## config.mk

```make
export PLATFORM = sky130hd
export DESIGN_NAME = ram_arbiter
export DESIGN_NICKNAME = d
export VERILOG_FILES = /design/src/rtl/ram_arbiter.sv
export SDC_FILE = /design/constraint.sdc
export NUM_CORES = 1
export LEC_CHECK = 0
export BUFFER_PORTS_ARGS = -buffer_cell sky130_fd_sc_hd__buf_4
export CORE_ASPECT_RATIO = 1.5
export CORE_MARGIN = 5
export CORE_UTILIZATION = 38
export DETAILED_ROUTE_END_ITERATION = 8
export PLACE_DENSITY = 0.7
export SLEW_MARGIN = 20
export SYNTH_ARGS = -nofsm -noshare
export SYNTH_HDL_FRONTEND = slang
export SYNTH_SLANG_ARGS = --single-unit
```

## constraint.sdc

```tcl
create_clock -name clk -period 2.05 [get_ports clk]
set_input_delay 0.5125 -clock clk [delete_from_list [all_inputs] [get_ports clk]]
set_output_delay 0.5125 -clock clk [all_outputs]
set_load 0.01 [all_outputs]
```

## src/rtl/ram_arbiter.sv

```systemverilog
// Shares the single-port data RAM between the CPU datapath and the host debug port.
// The CPU wins contended cycles; a starvation counter forces a one-cycle CPU hold so the host always progresses.
module ram_arbiter #(
  parameter int unsigned STARVE_LIMIT = 8
) (
  input  logic       clk,
  input  logic       reset,
  input  logic       cpu_ram_en,
  input  logic       cpu_ram_we,
  input  logic [7:0] cpu_addr,
  input  logic [7:0] cpu_wdata,
  output logic [7:0] cpu_rdata,
  output logic       cpu_hold,
  input  logic       host_req,
  input  logic       host_we,
  input  logic [7:0] host_addr,
  input  logic [7:0] host_wdata,
  output logic       host_ack,
  output logic [7:0] host_rdata,
  output logic       mem_en,
  output logic       mem_we,
  output logic [7:0] mem_addr,
  output logic [7:0] mem_wdata,
  input  logic [7:0] mem_rdata
);

  typedef enum logic [1:0] {IDLE, WAIT, DATA, ACK} hostState_t;

  localparam logic [3:0] StarveLimit = 4'(STARVE_LIMIT);

  hostState_t state;
  logic [3:0] starveCount;
  logic       hostWeReg;
  logic [7:0] hostAddrReg;
  logic [7:0] hostWdataReg;
  logic       grant;
  logic       cpuActive;

  // Reset suppresses the grant so an aborted request never touches the RAM.
  assign grant     = (state == WAIT) && !reset && (!cpu_ram_en || cpu_hold);
  assign cpuActive = cpu_ram_en && !cpu_hold;
  assign cpu_rdata = mem_rdata;

  always_comb begin
    mem_en    = cpuActive;
    mem_we    = cpuActive && cpu_ram_we;
    mem_addr  = cpu_addr;
    mem_wdata = cpu_wdata;
    if (grant) begin
      mem_en    = 1'b1;
      mem_we    = hostWeReg;
      mem_addr  = hostAddrReg;
      mem_wdata = hostWdataReg;
    end
  end

  always_ff @(posedge clk) begin
    if (reset) begin
      state        <= IDLE;
      starveCount  <= 4'd0;
      cpu_hold     <= 1'b0;
      host_ack     <= 1'b0;
      host_rdata   <= 8'h00;
      hostWeReg    <= 1'b0;
      hostAddrReg  <= 8'h00;
      hostWdataReg <= 8'h00;
    end else begin
      cpu_hold <= 1'b0;
      case (state)
        IDLE: begin
          if (host_req) begin
            hostWeReg    <= host_we;
            hostAddrReg  <= host_addr;
            hostWdataReg <= host_wdata;
            state        <= WAIT;
          end
        end
        WAIT: begin
          if (grant) begin
            starveCount <= 4'd0;
            state       <= DATA;
          end else begin
            starveCount <= starveCount + 4'd1;
            // Reaching the limit freezes the CPU next cycle, which is then a guaranteed grant.
            if (starveCount + 4'd1 == StarveLimit) begin
              cpu_hold <= 1'b1;
            end
          end
        end
        DATA: begin
          if (!hostWeReg) begin
            host_rdata <= mem_rdata;
          end
          host_ack <= 1'b1;
          state    <= ACK;
        end
        ACK: begin
          if (!host_req) begin
            host_ack <= 1'b0;
            state    <= IDLE;
          end
        end
        default: state <= IDLE;
      endcase
    end
  end

endmodule

```

### Word level (Yosys, flattened, before mapping)

Index checks and enable logic that the tools add are counted.

* word-level logic and storage cells: 45
* output and inout port bits: 36
* bits in registers: 33
* bits of input ports: 46

* mux-type cells: 12
* equal/unequal tests: 7
* bitwise operators: 2
* add/subtract/negate cells: 1
* reductions and logical operators: 15

Operators with widths (number)
* $mux 8: 2
* $pmux 2 s4: 1
* $mux 2: 3
* $ne 2x2->1 const B: 3
* $reduce_and 2->1: 3
* $add 4x1->4 const B: 1
* $eq 2x2->1 const B: 2
* $eq 4x4->1 const B: 1
* $logic_and 1x1->1: 4
* $mux 1: 4
* $mux 4: 1
* $logic_not 1->1: 3
* $reduce_and 3->1: 1
* $reduce_or 3->1: 1
* $eq 2x1->1 const B: 1
* $logic_not 2->1: 1
* $not 1->1: 2
* $pmux 1 s2: 1
* $reduce_bool 2->1: 1
* $logic_or 1x1->1: 1

### Logic depth before layout (Yosys ltp)

Gate-level depths: netlist of the first run.

* depth in word-level cells: 5
* depth in mapped cells: 7
* depth with buffers taken out: 6

### Least setup slack after synthesis of the first run

OpenSTA, ideal clock, no wires.

* kind: in2out
* start point: input port cpu_ram_en
* end point: output port mem_addr[0]
* stages: 6
* path buffers: 3
* arrival: 1.468 ns
* path slack: 0.069 ns
* data required time: 1.537 ns
* path through: nor2b_4 buf_6 nand3b_4 buf_6 buf_12 mux2_4

* word-level cells in the longest chain between the ends: 4

RTL lines
* from (decl): RTL line 8 `input logic cpu_ram_en,`
* $logic_not 1->1: RTL line 40 `assign grant = (state == WAIT) && !reset && (!cpu_ram_en || cpu_hold);`
* $logic_or 1x1->1: RTL line 40
* $logic_and 1x1->1: RTL line 40
* $mux 8: RTL line 49 `if (grant) begin`
* to (decl): RTL line 22 `output logic [7:0] mem_addr,`

No other way between the ends.

### Worst setup path after layout of the first run

* start point: register state[1]
* end point: output port mem_wdata[6]

* word-level cells in the longest chain between the ends: 4

RTL lines
* from (decl): RTL line 31 `hostState_t state;`
* from (signal assigned): RTL line 59 `state <= IDLE;`
* from (signal assigned): RTL line 75 `state <= WAIT;`
* from (signal assigned): RTL line 81 `state <= DATA;`
* $eq 2x1->1: RTL line 40
* $logic_and 1x1->1 (2 in series): RTL line 40
* $mux 8: RTL line 49
* to (decl): RTL line 23 `output logic [7:0] mem_wdata,`

No other way between the ends.

==> qor.csv, run 1 <==
metric,value,unit
layout-drive-gt1-share,0.4656,
run_status,"finished, violations left",
grt_start_max_net_pins,35,
layout_commonest_cell,sky130_fd_sc_hd__buf_4,
setup_slack,-20.68,ps
combinational_family_with_the_most_area_after_synthesis,multiplexers,
route.detailed.drc,0,
layout-area-overhead-vs-synth,47.75,%
slew-limit-headroom,0.5690,
rsz0062_at_grt,yes,
final_hold_viol_count,0,
num_cts_buffers,5,
final_critical_path_required_period,2071,ps
min_delay_worst_type,register to register,
commonest_cells_after_routing_fill_and_taps_aside,"sky130_fd_sc_hd__buf_4, sky130_fd_sc_hd__nand2_1, sky130_fd_sc_hd__dfxtp_1",
cts-root-to-sink-buffers,2,
place.port_buffers,81,
type_of_element_capturing_the_critical_path,output port,
post_detailed_routing_wire_length,4077,um
syn_area,1672,um2
ys_seq_area_frac,0.3952,
floorplan.die.width,64.16,um
critical_path_arrival,1560,ps
detailedRoute.firstPassIterationCount,4,
place_congestion,0.7785,
yosys_warning_count,0,
final_nets,313,
clk_pin_slew_worst_paths,70,ps
global_route.usage.total,0.1384,
totalPowerFinal,2.257,mW
xor_xnor_share_of_the_synthesized_area,0.005240,
drv.max_cap_violation_count,0,
met3_wirelength,363,um
synth_simple_gate_area_share,0.1677,
synth_fa_ha_area_frac,0.04491,
global_route.overflow_total,0,
multiInputGateArea,882.1,um2
placedCellCount,298,
num_rows,29,
cellLeakagePower,1.168,nW
worst-endpoint-required,1540,ps
via_count_of_the_first_global_routing_pass,1442,
global_route_wire_length_before_repair,6617,um
peakVddDrop,0.5955,mV
detail-route-antenna-nets,0,
start_kind,register,
route.layer.met1.wl,1672,um
clockRootBuffer,sky130_fd_sc_hd__clkbuf_8,
avgSynthCellArea,9.085,um2
synth_top_flop_cell,sky130_fd_sc_hd__dfxtp_1,
antenna-diode-count,0,
coreArea,4245,um2
routedWlPerCell,13.24,um
async_flop_share,0,
instances_no_fill,308,
initial_cell_density_of_the_core,0.3938,
synth_compound_area_frac,0.1018,
post_dp_cell_area,2273,um2
tightestPinTransition,646.5,ps
finalSetupViolCount,2,
final_max_slew_viol_count,0,
dieHeight,91.23,um
stdcell_area,2470,um2
crit_path_max_fanout,9,
fin_util,0.5818,
nFillCells,394,
initial_antenna_violation_count,0,
highest_clock_frequency_the_design_can_meet,0.4829,GHz
timing.final.crit_share,1.010,
detail_route.vias_per_cell,4.854,
vias,1495,
cts_htree_levels,2,
netlist_instances,184,
timing_worst_setup_path_type,register to output port,
io_pins,82,
met2WireLength,1986,um
detail_route.iter0.violations,18,
post_synth_num_cell_types,31,
p_per_area,914.0,nW/um2
layout.area.seq,665.6,um2
clock_latency,280,ps
die_area,5853,um2
ys_seq_elements,33,
top_layer,met4,
cts_tree,done,
synth-edff-count,0,
cts.hold.buffers_added,0,
clkSinkCount,33,
dp_hpwl,3061,um
clock-skew-final,3.457,ps
syn-num-nets,236,
violations,negative setup slack,
synth_mux_area_frac,0.1871,
-- stage by stage --
step / hold WS [ps] / worst slack [ps] / TNS (ps)
6_report: 453.1 / -20.68 / -39.24
5_1_grt: 466.0 / -77.65 / -640.5
4_1_cts: 456.4 / -35.88 / -176.8
3_5_place_dp: 446.7 / 26.89 / 0
3_3_place_gp: 442.6 / 33.21 / 0
2_1_floorplan: 433.8 / 69.41 / 0
-- cell families after synthesis --
group | Yosys count
fa+ha+maj | 6
simple gates | 61
buf+inv | 26
mux | 26
flops | 33
xor+xnor | 1
compound gates | 31
-- final cells by class --
type,instances,area share
Sequential cell,33,0.2695
Inverter,6,0.01013
Clock inverter,3,0.007092
Clock buffer,5,0.02786
Timing Repair Buffer,90,0.3050
Multi-Input combinational cell,125,0.3571
Tap cell,46,0.02330
-- layer usage --
layer / vias to the layer above / global-route usage
met2: 58 / 0.2257
li1: 759 / -
met3: 7 / 0.05679
met5: - / 0
met4: 0 / 0.04584
met1: 671 / 0.1629
-- critical path, stage by stage, from the launching register on --
cell and delay [ps]:
sky130_fd_sc_hd__dfxtp_2 350, sky130_fd_sc_hd__inv_4 50, sky130_fd_sc_hd__ha_4 160, sky130_fd_sc_hd__nand3b_4 100, sky130_fd_sc_hd__buf_12 140, sky130_fd_sc_hd__mux2_2 330
sky130_fd_sc_hd__buf_4 140
-- final timing paths --
check	start	endpoint	slack [ps]	cells after the start
setup / recovery	state[1]	mem_wdata[6]	-20	6
hold / removal	hostAddrReg[2]	hostAddrReg[2]	450	2
setup reg to reg	state[0]	hostWeReg	520	5
hold reg to reg	hostAddrReg[2]	hostAddrReg[2]	450	2
-- registers in the layout, summed over array words and instances, names as in the netlist --
signal,count
hostWdataReg,8
host_ack,1
state,2
cpu_hold,1
host_rdata,8
starveCount,4
hostWeReg,1
hostAddrReg,8
-- power by group --
group	switching, mW	leakage, nW	internal (mW)	total [mW]
Combinational	0.451	0.854	0.489	0.941
Sequential	0.0738	0.270	0.764	0.838
Clock	0.245	0.0439	0.234	0.479
-- cell usage after synthesis, drive strengths merged (2+ instances only) --
cell	n	area share
nand2	39	0.088
dfxtp	33	0.40
a21oi	21	0.063
mux2	18	0.14
buf	15	0.073
nor2	10	0.022
mux2i	8	0.048
ha	6	0.045
inv	6	0.013
clkbuf	5	0.011
o21ai	4	0.012
nand3	3	0.0090
nand2b	2	0.0075
nor2b	2	0.012
-- repair_timing --
action	CTS	global route
buffers inserted	2	0
endpoints found under the hold margin	0	0
setup endpoints to repair	17	16
gates resized for setup	21	6
Power figures use the tool's default switching activity.
==> run 2, diff against run 1 <==
--- a/config.mk
+++ b/config.mk
@@ -11,6 +11,7 @@
 export CORE_UTILIZATION = 38
 export DETAILED_ROUTE_END_ITERATION = 8
 export PLACE_DENSITY = 0.7
+export RECOVER_POWER = 25
 export SLEW_MARGIN = 20
 export SYNTH_ARGS = -nofsm -noshare
 export SYNTH_HDL_FRONTEND = slang
==> qor.csv, run 2 (synthesis gave the netlist of run 1 again) <==
metric,value,unit
violations,negative setup slack,
start_kind,register,
final_critical_path_required_period,2071,ps
hold_slack,453.1,ps
place_congestion,0.7785,
clock-skew-final,3.457,ps
worst-endpoint-required,1540,ps
worst_hold_startpoint,hostAddrReg[2],
detail_route.vias_per_cell,4.857,
cts_htree_levels,2,
critical_path_arrival,1560,ps
detail_route.iter0.violations,18,
layout_commonest_cell,sky130_fd_sc_hd__buf_4,
vias,1496,
nFillCells,406,
crit_path_max_fanout,9,
drv.max_cap_violation_count,0,
io_pins,82,
run_status,"finished, violations left",
detail-route-antenna-nets,0,
coreArea,4245,um2
global_route.usage.total,0.1384,
layout_top_registers,"hostAddrReg x8, hostWdataReg x8, host_rdata x8",
final_nets,313,
num_rows,29,
min_delay_path_depth,2,
clk_pin_slew_worst_paths,70,ps
clockRootBuffer,sky130_fd_sc_hd__clkbuf_8,
routedWlPerCell,13.22,um
worst_hold_path.endpoint,hostAddrReg[2],
commonest_cells_after_routing_fill_and_taps_aside,"sky130_fd_sc_hd__buf_4, sky130_fd_sc_hd__nand2_1, sky130_fd_sc_hd__dfxtp_1",
dieHeight,91.23,um
route.detailed.drc,0,
cellLeakagePower,1.135,nW
final_max_slew_viol_count,0,
clkSinkCount,33,
num_cts_buffers,5,
tightestPinTransition,646.5,ps
dp_hpwl,3061,um
global_route_wire_length_before_repair,6617,um
peakVddDrop,0.5944,mV
global_route.overflow_total,0,
die_area,5853,um2
p_per_area,922.1,nW/um2
layout-drive-gt1-share,0.4313,
clock_latency,280,ps
initial_antenna_violation_count,0,
finalSetupViolCount,2,
highest_clock_frequency_the_design_can_meet,0.4829,GHz
type_of_element_capturing_the_critical_path,output port,
cts_tree,done,
timing_worst_setup_path_type,register to output port,
preCtsSetupSlack,26.89,ps
antenna-diode-count,0,
place.port_buffers,81,
r2r_setup_slack,520,ps
timing.reg2reg.worst_path_depth,5,
detailedRoute.firstPassIterationCount,4,
timing.final.crit_share,1.010,
setup_slack,-20.68,ps
rsz0062_at_grt,yes,
cts-root-to-sink-buffers,2,
floorplan.die.width,64.16,um
grt_start_max_net_pins,35,
cts.hold.buffers_added,0,
initial_cell_density_of_the_core,0.3938,
slew-limit-headroom,0.5690,
final_hold_viol_count,0,
min_delay_worst_type,register to register,
post_detailed_routing_wire_length,4072,um
r2r_start,state[0],
layout-area-overhead-vs-synth,45.73,%
via_count_of_the_first_global_routing_pass,1442,
critical_path.reg2reg.endpoint,hostWeReg,
## run 2: worst max-delay path by stage
| stage | from | end | slack (ps) |
|---|---|---|---|
| after detailed placement | cpu_ram_en | mem_wdata[0] | 30 |
| after global routing | state[1] | mem_wdata[6] | -80 |
| final | state[1] | mem_wdata[6] | -20 |
| after CTS | state[1] | mem_wdata[3] | -40 |
| after floorplan | cpu_ram_en | mem_addr[0] | 70 |
| after global placement | cpu_ram_en | mem_addr[3] | 30 |
## run 2: critical path, cell delays in order, from the launching register on
cell                       delay, ps
sky130_fd_sc_hd__dfxtp_2         350
sky130_fd_sc_hd__inv_4            50
sky130_fd_sc_hd__ha_4            160
sky130_fd_sc_hd__nand3b_4        100
sky130_fd_sc_hd__buf_12          140
sky130_fd_sc_hd__mux2_2          330
sky130_fd_sc_hd__buf_4           140
## run 2: metal layers
metal	vias up	GRT usage	routed length [um]
li1	759	-	-
met1	672	0.1629	1657
met3	7	0.05679	376
met2	58	0.2257	1984
met5	-	0	0
met4	0	0.04584	54
## run 2: what timing repair did
action / 4_1_cts / 5_1_grt
setup buffers: 2 / 0
endpoints found under the setup margin: 17 / 16
resized for setup: 21 / 6
hold endpoints to repair: 0 / 0
## run 2: cell type report
class                           instances  area [um2]  area share
Inverter                                6       25.02     0.01027
Clock inverter                          3       17.52    0.007191
Sequential cell                        33       665.6      0.2732
Multi-Input combinational cell        125       882.1      0.3621
Clock buffer                            5       68.82     0.02825
Timing Repair Buffer                   90       719.4      0.2953
Tap cell                               46       57.56     0.02363
## run 2: where the power goes
| part | switching [mW] | internal (mW) | total [mW] |
|---|---|---|---|
| clock network | 0.245 | 0.234 | 0.479 |
| registers | 0.0737 | 0.764 | 0.838 |
| logic | 0.451 | 0.479 | 0.930 |
## run 2: metrics by stage
stage / total power [mW] / instance area [um2] / utilization / instances / setup TNS [ps]
final: 2.246 / 2436 / 0.5738 / 308 / -39.24
after detailed placement: 1.714 / 2273 / 0.5355 / 298 / 0
after floorplan: 1.404 / 1672 / - / 184 / 0
after global routing: 2.405 / 2436 / 0.5738 / 308 / -640.5
after CTS: 2.277 / 2447 / 0.5765 / 308 / -176.8
after global placement: 1.694 / 2273 / 0.5355 / 298 / 0
==> run 3, diff against run 2 <==
--- a/config.mk
+++ b/config.mk
@@ -8,9 +8,9 @@
 export BUFFER_PORTS_ARGS = -buffer_cell sky130_fd_sc_hd__buf_4
 export CORE_ASPECT_RATIO = 1.5
 export CORE_MARGIN = 5
-export CORE_UTILIZATION = 38
+export CORE_UTILIZATION = 45
 export DETAILED_ROUTE_END_ITERATION = 8
-export PLACE_DENSITY = 0.7
+export PLACE_DENSITY = 0.78
 export RECOVER_POWER = 25
 export SLEW_MARGIN = 20
 export SYNTH_ARGS = -nofsm -noshare
==> qor.csv, run 3 (synthesis gave the netlist of run 1 again) <==
metric,value,unit
drv.max_cap_violation_count,0,
final_critical_path_required_period,2113,ps
timing.final.crit_share,1.031,
grt_start_max_net_pins,35,
type_of_element_capturing_the_critical_path,output port,
route.detailed.drc,0,
num_cts_buffers,5,
place_congestion,0.8749,
layout-drive-gt1-share,0.4796,
cellLeakagePower,1.247,nW
rsz0062_at_grt,yes,
dieHeight,84.65,um
dp_hpwl,3040,um
peakVddDrop,0.6107,mV
layout_commonest_cell,sky130_fd_sc_hd__buf_4,
placedCellCount,296,
place.port_buffers,81,
floorplan.die.width,59.77,um
finalSetupViolCount,17,
global_route.usage.total,0.1831,
layout-area-overhead-vs-synth,55.46,%
detail-route-antenna-nets,0,
crit_path_max_fanout,8,
cts_htree_levels,2,
run_status,"finished, violations left",
crit_path_cell_trace,inv_2 -> ha_4 -> nand3b_4 -> buf_16 -> mux2_4 -> buf_6,
p_per_area,974.2,nW/um2
final_max_slew_viol_count,0,
coreArea,3649,um2
cts.hold.buffers_added,0,
highest_clock_frequency_the_design_can_meet,0.4732,GHz
num_rows,27,
violations,negative setup slack,
vias,1584,
setup_slack,-63.24,ps
min_delay_worst_type,register to register,
cts_tree,done,
clk_pin_slew_worst_paths,70,ps
critPathSlowestCell,sky130_fd_sc_hd__dfxtp_2,
initial_cell_density_of_the_core,0.4582,
clkSinkCount,33,
commonest_cells_after_routing_fill_and_taps_aside,"sky130_fd_sc_hd__buf_4, sky130_fd_sc_hd__nand2_1, sky130_fd_sc_hd__dfxtp_1",
slew-limit-headroom,0.6098,
final_nets,320,
global_route.overflow_total,0,
detail_route.iter0.violations,52,
detailedRoute.firstPassIterationCount,4,
initial_antenna_violation_count,0,
post_detailed_routing_wire_length,4842,um
hold_slack,462.2,ps
final_hold_viol_count,0,
clockRootBuffer,sky130_fd_sc_hd__clkbuf_8,
routedWlPerCell,15.52,um
detail_route.vias_per_cell,5.077,
start_kind,register,
preCtsSetupSlack,12.83,ps
tightestPinTransition,585.3,ps
clock-skew-final,2.002,ps
via_count_of_the_first_global_routing_pass,1550,
antenna-diode-count,0,
setup_tns,-873.2,ps
timing_worst_setup_path_type,register to output port,
io_pins,82,
layout_top_registers,"hostAddrReg x8, hostWdataReg x8, host_rdata x8",
instances_no_fill,312,
worst-endpoint-required,1540,ps
critical_path_arrival,1600,ps
global_route_wire_length_before_repair,7072,um
cts-root-to-sink-buffers,2,
highest_cell_delay_on_the_worst_timing_path,330,ps
die_area,5059,um2
clock_latency,280,ps
==> run 3: cell count changes in the layout (fill, tap and decap cells not counted), sizes merged <==
cell,before,now
clkinv,2,0
bufinv,0,1
clkinvlp,1,0
buf,81,96
clkbuf,14,8
==> run 3: worst max-delay path, delay by kind of cell (launching register included) <==
| family | cells | cell delay (ps) |
|---|---|---|
| and+or+nand+nor | 1 | 140 |
| buffers and inverters | 3 | 380 |
| adders and majority gates | 1 | 150 |
| muxes | 1 | 310 |
| DFF | 1 | 330 |
==> run 3: final timing paths <==
| kind | startpoint | to | slack [ps] | cells past startpoint |
|---|---|---|---|---|
| worst min-delay path | hostWdataReg[4] | hostWdataReg[4] | 460 | 2 |
| worst max-delay path | state[1] | mem_addr[0] | -60 | 6 |
| worst max register to register | state[0] | hostAddrReg[1] | 370 | 6 |
| worst min register to register | hostWdataReg[4] | hostWdataReg[4] | 460 | 2 |
==> run 3: power by group <==
group	switching (mW)	total, mW	leakage (nW)	internal [mW]
logic	0.500	1.07	0.918	0.572
registers	0.0728	0.834	0.270	0.761
clock network	0.230	0.626	0.0585	0.396
==> run 3: metal layers <==
metal | GRT usage | part of all wire
met1 | 0.1743 | 0.33
met2 | 0.3317 | 0.55
met3 | 0.06308 | 0.083
met4 | 0.08871 | 0.033
met5 | 0 | 0
==> run 3: repair_timing <==
item,in CTS,in global routing
buffers inserted,4,2
pin swaps,0,2
endpoints found under the setup margin,16,17
cloned,1,1
resized for setup,15,20
==> run 3: final cells by class <==
type,count,area [um2]
clock buffers,7,86.33
repair buffers,97,849.6
clock inverters,1,30.03
multi-input cells,125,893.4
inverters,6,22.52
flip-flops and latches,33,663.1
well taps,43,53.80
fillers,265,1050
==> run 3: per-stage QoR <==
| stage | power, mW | utilization | instance area, um2 |
|---|---|---|---|
| floorplan | 1.404 | - | 1672 |
| global placement | 1.701 | 0.6207 | 2265 |
| detailed placement | 1.719 | 0.6207 | 2265 |
| CTS | 2.446 | 0.6807 | 2484 |
| global route | 2.677 | 0.7123 | 2599 |
| finish | 2.532 | 0.7123 | 2599 |
